[src/rtl/max7219_chain_ctrl.sv]
`default_nettype none
// +--------------------------------------------------------------------------+
// | Module      : max7219_chain_ctrl                                         |
// | Description : Serial driver for a daisy chain of MAX7219 LED drivers,    |
// |               with boot/refresh configuration and dirty-row updates.     |
// | Revision    : 1.0 - initial release                                      |
// +--------------------------------------------------------------------------+
module max7219_chain_ctrl #(
    parameter int          N_DEV     = 1,
    parameter int          CLK_DIV   = 25,
    parameter logic [3:0]  INTENSITY = 4'hF,
    parameter logic [7:0]  DECODE    = 8'hFF,
    parameter int          CS_GAP    = 4,
    localparam int         DEV_W     = (N_DEV > 1) ? $clog2(N_DEV) : 1
) (
    input  logic             clk,
    input  logic             reset,
    input  logic             wr_en,
    input  logic [DEV_W-1:0] wr_dev,
    input  logic [2:0]       wr_digit,
    input  logic [7:0]       wr_data,
    input  logic             refresh,
    output logic             busy,
    output logic             init_done,
    output logic             spi_clk,
    output logic             spi_dout,
    output logic             spi_cs
);

    localparam int              c_frame_bits = 16 * N_DEV;
    localparam logic [15:0]     c_div_last   = 16'(CLK_DIV - 1);
    localparam logic [15:0]     c_gap_last   = 16'(CS_GAP * 2 * CLK_DIV - 1);
    localparam logic [7:0]      c_bit_last   = 8'(c_frame_bits - 1);
    localparam logic [DEV_W:0]  c_n_dev      = (DEV_W + 1)'(N_DEV);

    localparam logic [2:0] c_st_idle  = 3'd0;
    localparam logic [2:0] c_st_load  = 3'd1;
    localparam logic [2:0] c_st_shift = 3'd2;
    localparam logic [2:0] c_st_hold  = 3'd3;
    localparam logic [2:0] c_st_gap   = 3'd4;

    logic [2:0]              r_state;
    logic [2:0]              w_state_next;
    logic [7:0]              r_buf [N_DEV][8];
    logic [7:0]              r_dirty;
    logic                    r_init_pend;
    logic [2:0]              r_init_idx;
    logic                    r_cfg_done;
    logic                    r_init_done;
    logic                    r_run;
    logic [c_frame_bits-1:0] r_shift;
    logic [15:0]             r_div_cnt;
    logic [7:0]              r_bit_cnt;
    logic                    r_spi_clk;
    logic                    r_spi_cs;
    logic                    r_spi_dout;

    logic                    w_wr_ok;
    logic [7:0]              w_wr_mask;
    logic [7:0]              w_dirty_clr;
    logic [7:0]              w_dirty_next;
    logic                    w_div_done;
    logic                    w_gap_done;
    logic                    w_last_bit;
    logic [2:0]              w_row;
    logic [7:0]              w_row_addr;
    logic [15:0]             w_init_word;
    logic [c_frame_bits-1:0] w_frame;

    assign w_wr_ok    = wr_en && ({1'b0, wr_dev} < c_n_dev);
    assign w_wr_mask  = w_wr_ok ? (8'b1 << wr_digit) : 8'h00;
    assign w_div_done = (r_div_cnt == c_div_last);
    assign w_gap_done = (r_div_cnt == c_gap_last);
    assign w_last_bit = (r_bit_cnt == c_bit_last);
    assign w_row_addr = {5'd0, w_row} + 8'd1;

    // A same-cycle write re-arms the row being loaded; refresh re-arms all rows.
    assign w_dirty_clr  = (r_state == c_st_load && !r_init_pend) ? (8'b1 << w_row) : 8'h00;
    assign w_dirty_next = refresh ? 8'hFF : ((r_dirty & ~w_dirty_clr) | w_wr_mask);

    always_comb begin
        w_row = 3'd0;
        for (int i = 7; i >= 0; i--) begin
            if (r_dirty[i]) w_row = 3'(i);
        end
    end

    always_comb begin
        case (r_init_idx)
            3'd0:    w_init_word = 16'h0F00;
            3'd1:    w_init_word = 16'h0C01;
            3'd2:    w_init_word = 16'h0B07;
            3'd3:    w_init_word = {8'h0A, 4'h0, INTENSITY};
            default: w_init_word = {8'h09, DECODE};
        endcase
    end

    // Device 0 occupies the low word so it is shifted out last.
    always_comb begin
        w_frame = '0;
        for (int dev = 0; dev < N_DEV; dev++) begin
            w_frame[16*dev +: 16] = r_init_pend ? w_init_word : {w_row_addr, r_buf[dev][w_row]};
        end
    end

    always_comb begin
        w_state_next = r_state;
        case (r_state)
            c_st_idle:  if (r_init_pend || (r_dirty != 8'h00)) w_state_next = c_st_load;
            c_st_load:  w_state_next = c_st_shift;
            c_st_shift: if (w_div_done && r_spi_clk && w_last_bit) w_state_next = c_st_hold;
            c_st_hold:  if (w_div_done) w_state_next = c_st_gap;
            c_st_gap:   if (w_gap_done) w_state_next = c_st_idle;
            default:    w_state_next = c_st_idle;
        endcase
    end

    always_ff @(posedge clk) begin
        if (reset) r_state <= c_st_idle;
        else       r_state <= w_state_next;
    end

    always_ff @(posedge clk) begin
        if (reset) begin
            for (int d = 0; d < N_DEV; d++) begin
                for (int r = 0; r < 8; r++) r_buf[d][r] <= 8'h00;
            end
            r_dirty     <= 8'hFF;
            r_init_pend <= 1'b1;
            r_init_idx  <= 3'd0;
            r_cfg_done  <= 1'b0;
            r_init_done <= 1'b0;
            r_run       <= 1'b0;
            r_shift     <= '0;
            r_div_cnt   <= 16'd0;
            r_bit_cnt   <= 8'd0;
            r_spi_clk   <= 1'b0;
            r_spi_cs    <= 1'b1;
            r_spi_dout  <= 1'b0;
        end else begin
            r_run   <= 1'b1;
            r_dirty <= w_dirty_next;
            if (w_wr_ok) r_buf[wr_dev][wr_digit] <= wr_data;

            if (refresh) begin
                r_init_pend <= 1'b1;
                r_init_idx  <= 3'd0;
            end else if (r_state == c_st_load && r_init_pend) begin
                if (r_init_idx == 3'd4) begin
                    r_init_pend <= 1'b0;
                    r_init_idx  <= 3'd0;
                    r_cfg_done  <= 1'b1;
                end else begin
                    r_init_idx <= r_init_idx + 3'd1;
                end
            end

            case (r_state)
                c_st_load: begin
                    r_shift    <= w_frame;
                    r_spi_dout <= w_frame[c_frame_bits-1];
                    r_spi_cs   <= 1'b0;
                    r_spi_clk  <= 1'b0;
                    r_div_cnt  <= 16'd0;
                    r_bit_cnt  <= 8'd0;
                end
                c_st_shift: begin
                    if (w_div_done) begin
                        r_div_cnt <= 16'd0;
                        if (!r_spi_clk) begin
                            r_spi_clk <= 1'b1;
                        end else begin
                            r_spi_clk <= 1'b0;
                            if (!w_last_bit) begin
                                r_bit_cnt  <= r_bit_cnt + 8'd1;
                                r_shift    <= r_shift << 1;
                                r_spi_dout <= r_shift[c_frame_bits-2];
                            end
                        end
                    end else begin
                        r_div_cnt <= r_div_cnt + 16'd1;
                    end
                end
                c_st_hold: begin
                    if (w_div_done) begin
                        r_div_cnt  <= 16'd0;
                        r_spi_cs   <= 1'b1;
                        r_spi_dout <= 1'b0;
                        // LOAD edge of the final pending row after configuration.
                        if (r_cfg_done && !r_init_pend && !refresh && (w_dirty_next == 8'h00))
                            r_init_done <= 1'b1;
                    end else begin
                        r_div_cnt <= r_div_cnt + 16'd1;
                    end
                end
                c_st_gap: begin
                    if (w_gap_done) r_div_cnt <= 16'd0;
                    else            r_div_cnt <= r_div_cnt + 16'd1;
                end
                default: r_div_cnt <= 16'd0;
            endcase
        end
    end

    assign busy      = r_run && ((r_state != c_st_idle) || r_init_pend || (r_dirty != 8'h00));
    assign init_done = r_init_done;
    assign spi_clk   = r_spi_clk;
    assign spi_dout  = r_spi_dout;
    assign spi_cs    = r_spi_cs;

endmodule
`default_nettype wire

[config.mk]
export PLATFORM = sky130hd
export DESIGN_NAME = max7219_chain_ctrl
export DESIGN_NICKNAME = d
export VERILOG_FILES = /design/src/rtl/max7219_chain_ctrl.sv
export SDC_FILE = /design/constraint.sdc
export NUM_CORES = 1
export LEC_CHECK = 0
export ABC_AREA = 1
export CORE_MARGIN = 2
export CORE_UTILIZATION = 39
export CTS_BUF_LIST = sky130_fd_sc_hd__clkbuf_8
export DETAILED_ROUTE_END_ITERATION = 10
export SYNTH_ARGS = -nofsm -noshare
export SYNTH_HDL_FRONTEND = slang
export SYNTH_SLANG_ARGS = --single-unit
[constraint.sdc]
create_clock -name clk -period 1.9 [get_ports clk]
set_input_delay 0.19 -clock clk [delete_from_list [all_inputs] [get_ports clk]]
set_output_delay 0.19 -clock clk [all_outputs]
set_load 0.01 [all_outputs]
; After elaboration in Yosys (flattened, before gate mapping)
; Memories as Yosys holds them, arrays and structs flattened.
; Cells that the tools add are included.
[word_totals]
out_inout_bits = 5
ff_bits = 60
n_memories = 1
elab_cells = 135
ramBits = 64
inputBits = 16
[mem_list]
columns = name, depth, width, read_ports, rd_ports_with_merged_regs, wr, line
row1 = r_buf, 1, 64, 1, 0, 8, 44  ; logic [7:0] r_buf [N_DEV][8];
[classes]
n_lt_le_gt_ge = 4
shifts = 2
bitwise = 6
n_addsub = 4
muxes = 53
reduce_logical = 34
eq_ne = 18
[op_table]
columns = op, count
row1 = $mux W64, 3
row2 = $mux W8, 9
row3 = $reduce_or A64 Y1, 1
row4 = $mux W15, 3
row5 = $pmux W11 S4, 1
row6 = $mux W3, 13
row7 = $mux W16, 2
row8 = $pmux W16 S2, 1
row9 = $pmux W15 S2, 1
row10 = $bmux W8 S3, 1
row11 = $demux W8 S3, 1
row12 = $add A16 B1 Y16 const B, 1
row13 = $eq A16 B5 Y1 const B, 1
row14 = $eq A16 B8 Y1 const B, 1
row15 = $pmux W8 S2, 1
row16 = $shl A1 B3 Y8 const A, 2
row17 = $pmux W3 S5, 1
row18 = $ne A2 B2 Y1 const B, 7
row19 = $eq A3 B2 Y1 const B, 4
row20 = $mux W1, 12
row21 = $mux W12, 1
row22 = $logic_and A1 B1 Y1, 10
row23 = $add A8 B1 Y8 const B, 1
row24 = $and A8 B8 Y8, 1
row25 = 26 further kinds, 42

; Depth between registers and ports, before layout
; Gate-level depths: netlist of the first run.
[depth]
word_depth = 17
mapped_depth = 17
depth_no_buf = 17

; Least setup slack after synthesis of the first run
; Ideal clock, no wire load.
[synth_timing]
kind = register to register
startpoint = reg r_dirty[7]
endpoint = reg r_shift[10]
stages_incl_launch_ff = 11
n_path_buf = 1
setup_slack_ps = -11
synth_period_minus_slack_ps = 1911
required_ps = 1768
setup_ps = 132
t_arrival_ps = 1779
path_cell_list = dfxtp_1 > or2_4 > nand3_2 > a31oi_4 > buf_4 > ha_1 > ha_1 > o21ai_0 > nand2_1 > o211ai_2 > a21oi_2
[synth_via]
elab_chain_cells = 11
[synth_rtl]
columns = element, line
row1 = from (decl), 45  ; logic [7:0] r_dirty;
row2 = from (signal assigned), 142  ; r_dirty <= w_dirty_next;
row3 = $mux W3 (8 in series), 84  ; if (r_dirty[i]) w_row = 3'(i);
row4 = $add A3 B1 Y4, 75  ; assign w_row_addr = {5'd0, w_row} + 8'd1;
row5 = $mux W12, 102  ; w_frame[16*dev +: 16] = r_init_pend ? w_init_word : {w_row_addr, r_buf[dev][w_row]};
row6 = $pmux W15 S2, 158  ; case (r_state)
row7 = to (signal assigned), 160  ; r_shift <= w_frame;
row8 = to (signal assigned), 176  ; r_shift <= r_shift << 1;
row9 = to (decl), 51  ; logic [c_frame_bits-1:0] r_shift;
; Every way passes these cells.
; A chain may end at the register's enable or synchronous reset.

; Worst setup path after layout of the first run
[layout_timing]
startpoint = reg r_dirty[6]
endpoint = reg r_init_done (netlist: init_done)
[layout_via]
elab_chain_cells = 16
[layout_rtl]
columns = element, line
row1 = $mux W3 (7 in series), 84
row2 = $shl A1 B3 Y8, 78  ; assign w_dirty_clr = (r_state == c_st_load && !r_init_pend) ? (8'b1 << w_row) : 8'h00;
row3 = $mux W8, 78
row4 = $not A8 Y8, 79  ; assign w_dirty_next = refresh ? 8'hFF : ((r_dirty & ~w_dirty_clr) | w_wr_mask);
row5 = $and A8 B8 Y8 *, 79
row6 = $or A8 B8 Y8 *, 79
row7 = $mux W8 *, 79
row8 = $logic_not A8 Y1 *, 190  ; if (r_cfg_done && !r_init_pend && !refresh && (w_dirty_next == 8'h00))
row9 = $logic_and A1 B1 Y1 *, 190
row10 = $reduce_and A3 Y1 (no line) *, --
row11 = to (signal assigned), 132  ; r_init_done <= 1'b0;
row12 = to (signal assigned), 191  ; r_init_done <= 1'b1;
row13 = to (decl), 49  ; logic r_init_done;
; Mark *: on every way between the ends. The rest lies on a longest branch, timed or not.

==> results of run 1 <==
[sequential cells by signal, indices dropped and copies added, names as in the netlist, 3 cells and up]
name	count
r_bit_cnt	8
r_dirty	8
r_buf	64
r_shift	15
r_state	3
r_init_idx	3
r_div_cnt	16
[final timing paths]
| kind | start | end | slack [ns] |
|---|---|---|---|
| setup / recovery | r_dirty[6] | init_done | -0.10 |
| hold / removal | wr_data[2] | r_buf[0][26] | 0.43 |
| setup reg to reg | r_dirty[6] | init_done | -0.10 |
| hold reg to reg | r_div_cnt[0] | r_div_cnt[0] | 0.43 |
[area by class of cell]
cell class,instances,area share (%)
multi-input cells,577,42.7
flip-flops and latches,124,33.3
repair buffers,85,9.48
inverters,115,5.95
well taps,216,3.50
clock buffers,17,3.03
clock inverters,15,1.91
repair inverters,1,0.113
[layer usage]
metal	vias up	track usage, %	part of all wire [%]
li1	2957	-	-
met1	2661	26.8	50
met2	85	28.5	46
met3	15	4.13	3.4
met4	0	5.68	1.2
met5	-	0	0
[cells by family (layout without fill, tap and decap cells)]
logic type | count (synthesis) | count (layout)
AND/OR/NAND/NOR | 372 | 373
flip-flops | 124 | 124
XOR/XNOR | 4 | 4
AO/OA/AOI/OAI | 186 | 186
adder cells (fa/ha/maj) | 14 | 14
buffers and inverters | 152 | 233
[power groups by stage]
stage	Clock, mW	Combinational [mW]	Sequential (mW)
floorplan	0	0.694	2.88
global placement	0	0.935	2.89
detailed placement	0	0.940	2.89
CTS	2.35	0.948	2.83
global route	2.47	1.21	2.84
finish	2.31	1.09	2.83
[what timing repair did]
action,CTS,global route
buffers inserted,5,13
cloned,0,2
resized for setup,16,46
endpoints found under the setup margin,1,32
pin swaps,4,21
hold buffers,0,0
[worst reg2reg max path, cell delays in order (launching register included)]
cell	delay [ns]
sky130_fd_sc_hd__dfxtp_2	0.33
sky130_fd_sc_hd__or2_4	0.26
sky130_fd_sc_hd__buf_4	0.14
sky130_fd_sc_hd__nand3_2	0.08
sky130_fd_sc_hd__a31oi_4	0.13
sky130_fd_sc_hd__buf_6	0.16
sky130_fd_sc_hd__inv_6	0.07
sky130_fd_sc_hd__ha_4	0.13
sky130_fd_sc_hd__nand3_1	0.09
sky130_fd_sc_hd__a21oi_2	0.17
sky130_fd_sc_hd__nand2_1	0.10
sky130_fd_sc_hd__nor3_2	0.12
sky130_fd_sc_hd__a21oi_1	0.08
sky130_fd_sc_hd__nor2_1	0.09
[layout by cell type, fill, tap and decap left out, types with 4 or more instances in the layout]
master                            instances
sky130_fd_sc_hd__ha_1                     8
sky130_fd_sc_hd__dfxtp_2                  6
sky130_fd_sc_hd__inv_2                   19
sky130_fd_sc_hd__buf_4                   59
sky130_fd_sc_hd__edfxtp_1                 8
sky130_fd_sc_hd__clkinv_1                 4
sky130_fd_sc_hd__nor2_4                   6
sky130_fd_sc_hd__or2_2                   10
sky130_fd_sc_hd__clkbuf_8                17
sky130_fd_sc_hd__nand3_2                 13
sky130_fd_sc_hd__o21ai_0                 59
sky130_fd_sc_hd__nor2_2                   5
sky130_fd_sc_hd__nor3_1                  14
sky130_fd_sc_hd__a21oi_2                 15
sky130_fd_sc_hd__clkinv_2                 4
sky130_fd_sc_hd__clkdlybuf4s50_1         19
sky130_fd_sc_hd__inv_6                    6
sky130_fd_sc_hd__nand2_2                 14
sky130_fd_sc_hd__ha_4                     5
sky130_fd_sc_hd__nand3b_1                 7
sky130_fd_sc_hd__nand4_1                  8
sky130_fd_sc_hd__nor2_1                  42
sky130_fd_sc_hd__o21ai_1                  7
sky130_fd_sc_hd__dfxtp_1                109
sky130_fd_sc_hd__nor3_2                   6
sky130_fd_sc_hd__nand3_1                 90
sky130_fd_sc_hd__a21oi_1                 90
sky130_fd_sc_hd__inv_1                   89
sky130_fd_sc_hd__nand2_1                140
==> results.txt, run 1 <==
----------------------------------------------------
[Run status]
  Status ... finished with violations
  Failing checks ... setup timing

[Place]
  Count of buffers from port buffering ... 20
  Half-perimeter wire length of the detailed placement result ... 11.0 mm
  Inst Count DP ... 1,098
  Placer Congestion ... 0.837
  Dpl ws ... -0.0867 ns
  Cell area reported after detailed placement ... 6970 um^2

[Detailed routing]
  Number of search-and-repair iterations in the first detailed-routing pass ... 5
  Number of vias per cell ... 4.97
  Total number of vias ... 5,718
  Remaining design rule violation count ... 0
  Wire length per cell ... 14.1 um
  Detailed-route wire length ... 16.2 mm
  First DRT Iteration DRCs ... 332
  Post-route antenna net violation count ... 0

[GRT]
  Overall Global Routing Usage ... 18.8%
  Initial antenna violation count ... 0
  First-pass GRT wire length ... 26.1 mm
  Via count of the first global-routing pass ... 5,186
  Largest net degree at the start of global routing ... 39
  GR Overflow Total ... 0

[Power]
  Share of total power in combinational logic ... 17.5%
  Peak supply drop ... 0.453 mV
  Leakage ... 3.02 nW
  Proportion of power drawn by the clock network ... 37.1%
  Switch share ... 30.4%
  Total net switching power ... 1.89 mW
  Sequential group share of total power ... 45.4%
  Total power ... 6.23 mW
  Power density cells ... 806 nW/um^2
  Internal power consumption ... 4.34 mW

[Yosys]
  Fraction of the mapped netlist area in adder cells ... 2.75%
  Post-synthesis instance total ... 852
  Syn_area_per_cell ... 7.46 um^2
  Proportion of netlist area held by the largest area contributor ... 36.5%
  Share of synthesized registers carrying an async set or reset ... 0%
  Dominant combinational cell family by area after synthesis ... simple AND/OR/NAND/NOR gates
  Main synth FF type ... sky130_fd_sc_hd__dfxtp_1
  Compound-cell area share of the yosys netlist ... 16.2%
  Most common cell in the netlist ... sky130_fd_sc_hd__nand2_1
  Flops & latches, synth ... 124
  Number of unique standard cell types used by synthesis ... 52
  Most numerous cell types in the synthesized netlist ... 145 x sky130_fd_sc_hd__nand2_1, 116 x sky130_fd_sc_hd__dfxtp_1, 98 x sky130_fd_sc_hd__nand3_1
  Syn. warnings ... 0
  Post-synth top area cell ... sky130_fd_sc_hd__dfxtp_1
  Multiplexer area fraction after synthesis ... 0%
  Area share of and/or/nand/nor cells after synthesis ... 29.4%
  Largest cells by area after synthesis ... sky130_fd_sc_hd__dfxtp_1 37%, sky130_fd_sc_hd__nand2_1 8.6%, sky130_fd_sc_hd__nand3_1 7.7%
  Number of enable-type register cells in the synthesized netlist ... 8
  Register area share after synthesis ... 40.3%
  Total nets after synthesis ... 882
  Fraction of synthesized cell area in xor and xnor cells ... 0.551%
  Netlist Area Pre-Place ... 6360 um^2

[Floorplanning]
  Area of the die ... 17,300 um^2
  Placeable Area ... 15,900 um^2
  Initial cell density of the core ... 40.0%
  Io pins ... 21
  Die Y ... 132 um
  Die extent in x ... 132 um
  Count of standard-cell rows ... 46

[Finish]
  Antenna Diode Count ... 0
  FILL cells ... 1,608
  Share of the core filled with cells in the final layout ... 48.6%
  Multi-input gate area in the final layout ... 3300 um^2
  Register cell area after layout ... 2570 um^2
  Final standard cell count with taps included and fillers excluded ... 1,150
  Final non-filler cell area ... 7720 um^2
  Proportion of layout cells with a drive suffix above 1 ... 23.7%
  Synth-to-layout area growth ... 21.4%
  Nets@finish ... 951

[Timing]
  Clock Skew ... 0.0125 ns
  Final TNS setup ... -0.420 ns
  Fin worst setup slack ... -0.102 ns
  Worst Tran Pin Value ... 0.560 ns
  Worst hold slack ... 0.431 ns
  Final worst path period share ... 105%
  Setup Viol. Count Final ... 8
  Final hold violation count ... 0
  Unrepaired setup endpoints after global routing ... true
  Peak Freq ... 499 MHz
  Crit path time final ... 2.00 ns
  Worst slew slack as a fraction of its limit ... 62.5%
  Pins over their slew limit ... 0

[Setup path]
  Number of stages on the worst setup path ... 13
  Endpoint class of the critical path ... flop
  Setup CP Type ... reg2reg
  Crit path required time ... 2.30 ns
  Data arrival time at the worst-slack endpoint ... 2.40 ns
  Critical path's top delay family ... simple AND/OR/NAND/NOR gates
  Worst-path cell with the longest stage delay ... sky130_fd_sc_hd__dfxtp_2
  CP Cell Sequence ... or2_4, buf_4, nand3_2, a31oi_4, buf_6, inv_6, ha_4, nand3_1, a21oi_2, nand2_1, nor3_2, a21oi_1, nor2_1
  Kind of start point of the critical path ... flop
  Number of cell instances on the worst register-to-register path ... 13
  Crit-path max FO ... 3
  CP bufs+invs ... 3
  CP max stage delay ... 0.33 ns

[CTS]
  Number of buffers created by CTS ... 17
  Number of clock sinks ... 124
  Root Driver ... sky130_fd_sc_hd__clkbuf_8
  CTS tree ... done
  Clock buffer depth ... 2
  Clock-pin slew of the registers on the worst-case setup and hold paths ... 0.08 ns
  Clock latency reported for the late side of the worst-skew pair ... 0.46 ns
  CTS H-tree lvls ... 4

[Min path]
  Kind of path behind the tightest hold check ... in2reg
  Hold Path Depth ... 3

[Job]
  Max-cap violations ... 0

----------------------------------------------------
No activity file was read; power rests on OpenSTA's default activity.
==> inputs of run 2 (changes only) <==
--- a/config.mk
+++ b/config.mk
@@ -6,6 +6,7 @@
 export NUM_CORES = 1
 export LEC_CHECK = 0
 export ABC_AREA = 1
+export CORE_ASPECT_RATIO = 0.8
 export CORE_MARGIN = 2
 export CORE_UTILIZATION = 39
 export CTS_BUF_LIST = sky130_fd_sc_hd__clkbuf_8
==> run 2 against run 1 <==
  * The flow still finishes with violations (setup timing)
  * Cell area up 6.6%
  * Die area about the same
  * Highest routed layer unchanged
  * Critical path depth down 1
  * Sequential cell count unchanged
  * Sequential power about the same
  * Non-clock buffer count up 13
  * Routed wire length up 2.7%
  * Clock power up 10%
  * First-iteration DRC count up 21%
  * Maximum frequency up 2.2%
  * Combinational power up 6%
  * Sequential share of layout area down 2.1 points
  * Largest power group unchanged
==> results.txt, run 2 (synthesis results as in run 1) <==
----------------------------------------------------
[GRT]
  Largest net degree at the start of global routing ... 29 (-26%)
  Initial antenna violation count ... 0 (unchanged)
  Overall Global Routing Usage ... 19.1% (+0.30 points)
  GR Overflow Total ... 0 (unchanged)
  Via count of the first global-routing pass ... 5,409 (+4.3%)
  First-pass GRT wire length ... 26.7 mm (+2.3%)

[Timing]
  Setup Viol. Count Final ... 5 (-3)
  Crit path time final ... 1.96 ns (-0.0434 ns)
  Final worst path period share ... 103% (-2.3 points)
  Worst hold slack ... 0.394 ns (-0.0370 ns)
  Pins over their slew limit ... 0 (unchanged)
  Clock Skew ... 0.0105 ns (-0.00194 ns)
  Fin worst setup slack ... -0.0588 ns (+0.0434 ns)
  Final hold violation count ... 0 (unchanged)
  Worst slew slack as a fraction of its limit ... 52.6% (-9.9 points)
  Peak Freq ... 511 MHz (+2.2%)
  Worst Tran Pin Value ... 0.710 ns (+0.151 ns)
  Unrepaired setup endpoints after global routing ... true
  Final TNS setup ... -0.137 ns (+0.283 ns)

[Finish]
  Biggest register ... r_buf
  Final standard cell count with taps included and fillers excluded ... 1,160 (+0.87%)
  Most common cell after layout, fill and taps aside ... sky130_fd_sc_hd__nand2_1
  Commonest cells after routing, fill and taps aside ... 127 x sky130_fd_sc_hd__nand2_1, 109 x sky130_fd_sc_hd__dfxtp_1, 89 x sky130_fd_sc_hd__inv_1, 87 x sky130_fd_sc_hd__a21oi_1, 61 x sky130_fd_sc_hd__buf_4
  Synth-to-layout area growth ... 29.5%
  Antenna Diode Count ... 0 (unchanged)
  Top Registers ... r_buf x64, r_div_cnt x16, r_shift x15
  Final non-filler cell area ... 8240 um^2 (+6.6%)
  Nets@finish ... 962 (+1.2%)
  Flip-flop count of the largest register after layout ... 64 (unchanged)
  FILL cells ... 1,476 (-8.2%)
  Share of the core filled with cells in the final layout ... 52.0% (+3.3 points)
  Proportion of layout cells with a drive suffix above 1 ... 30.8% (+7.1 points)

[CTS]
  Clock buffer depth ... 2 (unchanged)
  Clock-pin slew of the registers on the worst-case setup and hold paths ... 0.07 ns (about the same)
  Number of clock sinks ... 124 (unchanged)
  Number of buffers created by CTS ... 17 (unchanged)
  CTS H-tree lvls ... 4 (unchanged)
  Root Driver ... sky130_fd_sc_hd__clkbuf_8
  Hold buffer count at CTS ... 0 (unchanged)
  CTS tree ... done
  Clock latency reported for the late side of the worst-skew pair ... 0.47 ns (about the same)

[Run status]
  Failing checks ... setup timing
  Status ... finished with violations

[Place]
  Count of buffers from port buffering ... 20 (unchanged)
  Cell area reported after detailed placement ... 6990 um^2 (+0.31%)
  Placer Congestion ... 0.827 (-1.2%)
  Half-perimeter wire length of the detailed placement result ... 11.0 mm (-0.14%)
  Dpl ws ... -0.0301 ns (+0.0565 ns)
  Inst Count DP ... 1,100 (+0.18%)

[Min path]
  Kind of path behind the tightest hold check ... in2reg
  Worst hold endpoint ... r_buf[0][55]
  Hold Path Depth ... 3 (unchanged)
  Hold Crit Start ... wr_data[7]

[Setup path]
  Setup CP Type ... reg2reg
  Number of cell instances on the worst register-to-register path ... 12 (-1)
  Worst flop-to-flop path startpoint ... r_dirty[6]
  Data arrival time at the worst-slack endpoint ... 2.36 ns (-0.04 ns)
  Endpoint class of the critical path ... flop
  Kind of start point of the critical path ... flop
  Crit-path max FO ... 5 (+2)
  Slack of the worst reg-to-reg path ... -0.06 ns (+0.04 ns)
  Crit path required time ... 2.30 ns (about the same)
  Crit Reg-Reg Endpoint ... init_done

[Power]
  Leakage ... 3.23 nW (+6.9%)
  Power density cells ... 794 nW/um^2 (-1.5%)
  Total power ... 6.54 mW (+5.1%)
  Peak supply drop ... 0.491 mV (+8.3%)

[Detailed routing]
  Remaining design rule violation count ... 0 (unchanged)
  First DRT Iteration DRCs ... 402 (+21%)
  Number of vias per cell ... 5.03 (+1.1%)
  Post-route antenna net violation count ... 0 (unchanged)
  Total number of vias ... 5,834 (+2.0%)
  Number of search-and-repair iterations in the first detailed-routing pass ... 5 (unchanged)
  Detailed-route wire length ... 16.7 mm (+2.7%)
  Wire length per cell ... 14.4 um (+1.8%)

[Floorplanning]
  Io pins ... 21 (unchanged)
  Initial cell density of the core ... 40.1% (+0.085 points)
  Die Y ... 118 um (-10%)
  Count of standard-cell rows ... 41 (-11%)
  Die extent in x ... 147 um (+11%)
  Placeable Area ... 15,900 um^2 (-0.21%)
  Area of the die ... 17,400 um^2 (about the same)

[Job]
  Max-cap violations ... 0 (unchanged)

----------------------------------------------------
## run 2: changes by cell type in the layout (fill, tap and decap cells not counted), moves of 4 or more
cell and change:
sky130_fd_sc_hd__nand2_2 +12, sky130_fd_sc_hd__nand3_1 -37, sky130_fd_sc_hd__nand2_1 -13, sky130_fd_sc_hd__buf_6 +8, sky130_fd_sc_hd__o21ai_0 -4, sky130_fd_sc_hd__inv_4 +5
sky130_fd_sc_hd__nand3_2 +33, sky130_fd_sc_hd__nand3_4 +4
## run 2: routing by layer
layer / GRT usage, % / up-vias / wire (um)
li1: - / 2993 / -
met1: 27.2 / 2701 / 8220
met2: 27.6 / 115 / 7410
met3: 4.63 / 25 / 794
met4: 7.58 / 0 / 256
met5: 0 / - / 0
## run 2: worst max-delay path by stage
stage / startpoint / cells after the start / endpoint / slack (ns)
6_report: r_dirty[6] / 12 / init_done / -0.06
2_1_floorplan: r_dirty[7] / 10 / r_shift[10] / 0.01
4_1_cts: r_dirty[6] / 6 / busy / -0.09
5_1_grt: r_dirty[6] / 18 / init_done / -0.20
3_3_place_gp: r_dirty[7] / 11 / init_done / -0.01
3_5_place_dp: wr_en / 6 / r_buf[0][61] / -0.03
## run 2: critical path: stages, from the launching register on
cell and delay [ns]:
sky130_fd_sc_hd__dfxtp_2 0.34, sky130_fd_sc_hd__or2_4 0.13, sky130_fd_sc_hd__buf_6 0.10, sky130_fd_sc_hd__nand3_4 0.06, sky130_fd_sc_hd__a31oi_4 0.32, sky130_fd_sc_hd__ha_4 0.22, sky130_fd_sc_hd__ha_4 0.13, sky130_fd_sc_hd__nand2_2 0.06
sky130_fd_sc_hd__a21oi_2 0.16, sky130_fd_sc_hd__nand4_1 0.11, sky130_fd_sc_hd__nor2_1 0.11, sky130_fd_sc_hd__a21oi_1 0.07, sky130_fd_sc_hd__nor2_1 0.09
## run 2: layout make-up
cell class	instances	area [um^2]	share of cell area, %
multi-input cells	576	3580	43.5
well taps	215	269	3.27
clock inverters	12	159	1.93
inverters	115	472	5.73
repair buffers	98	902	11.0
flip-flops and latches	124	2570	31.3
clock buffers	20	275	3.34
## run 2: what timing repair did
| action | 4_1_cts | 5_1_grt |
|---|---|---|
| cloned | 1 | 0 |
| endpoints found under the setup margin | 2 | 35 |
| buffers inserted | 15 | 18 |
| pin swaps | 12 | 59 |
| endpoints found under the hold margin | 0 | 0 |
| gates resized for setup | 31 | 118 |
## run 2: where the power goes
| group | internal, mW | total [mW] | switching (mW) |
|---|---|---|---|
| combinational | 0.448 | 1.15 | 0.707 |
| clock | 1.41 | 2.55 | 1.14 |
| sequential | 2.76 | 2.83 | 0.0759 |
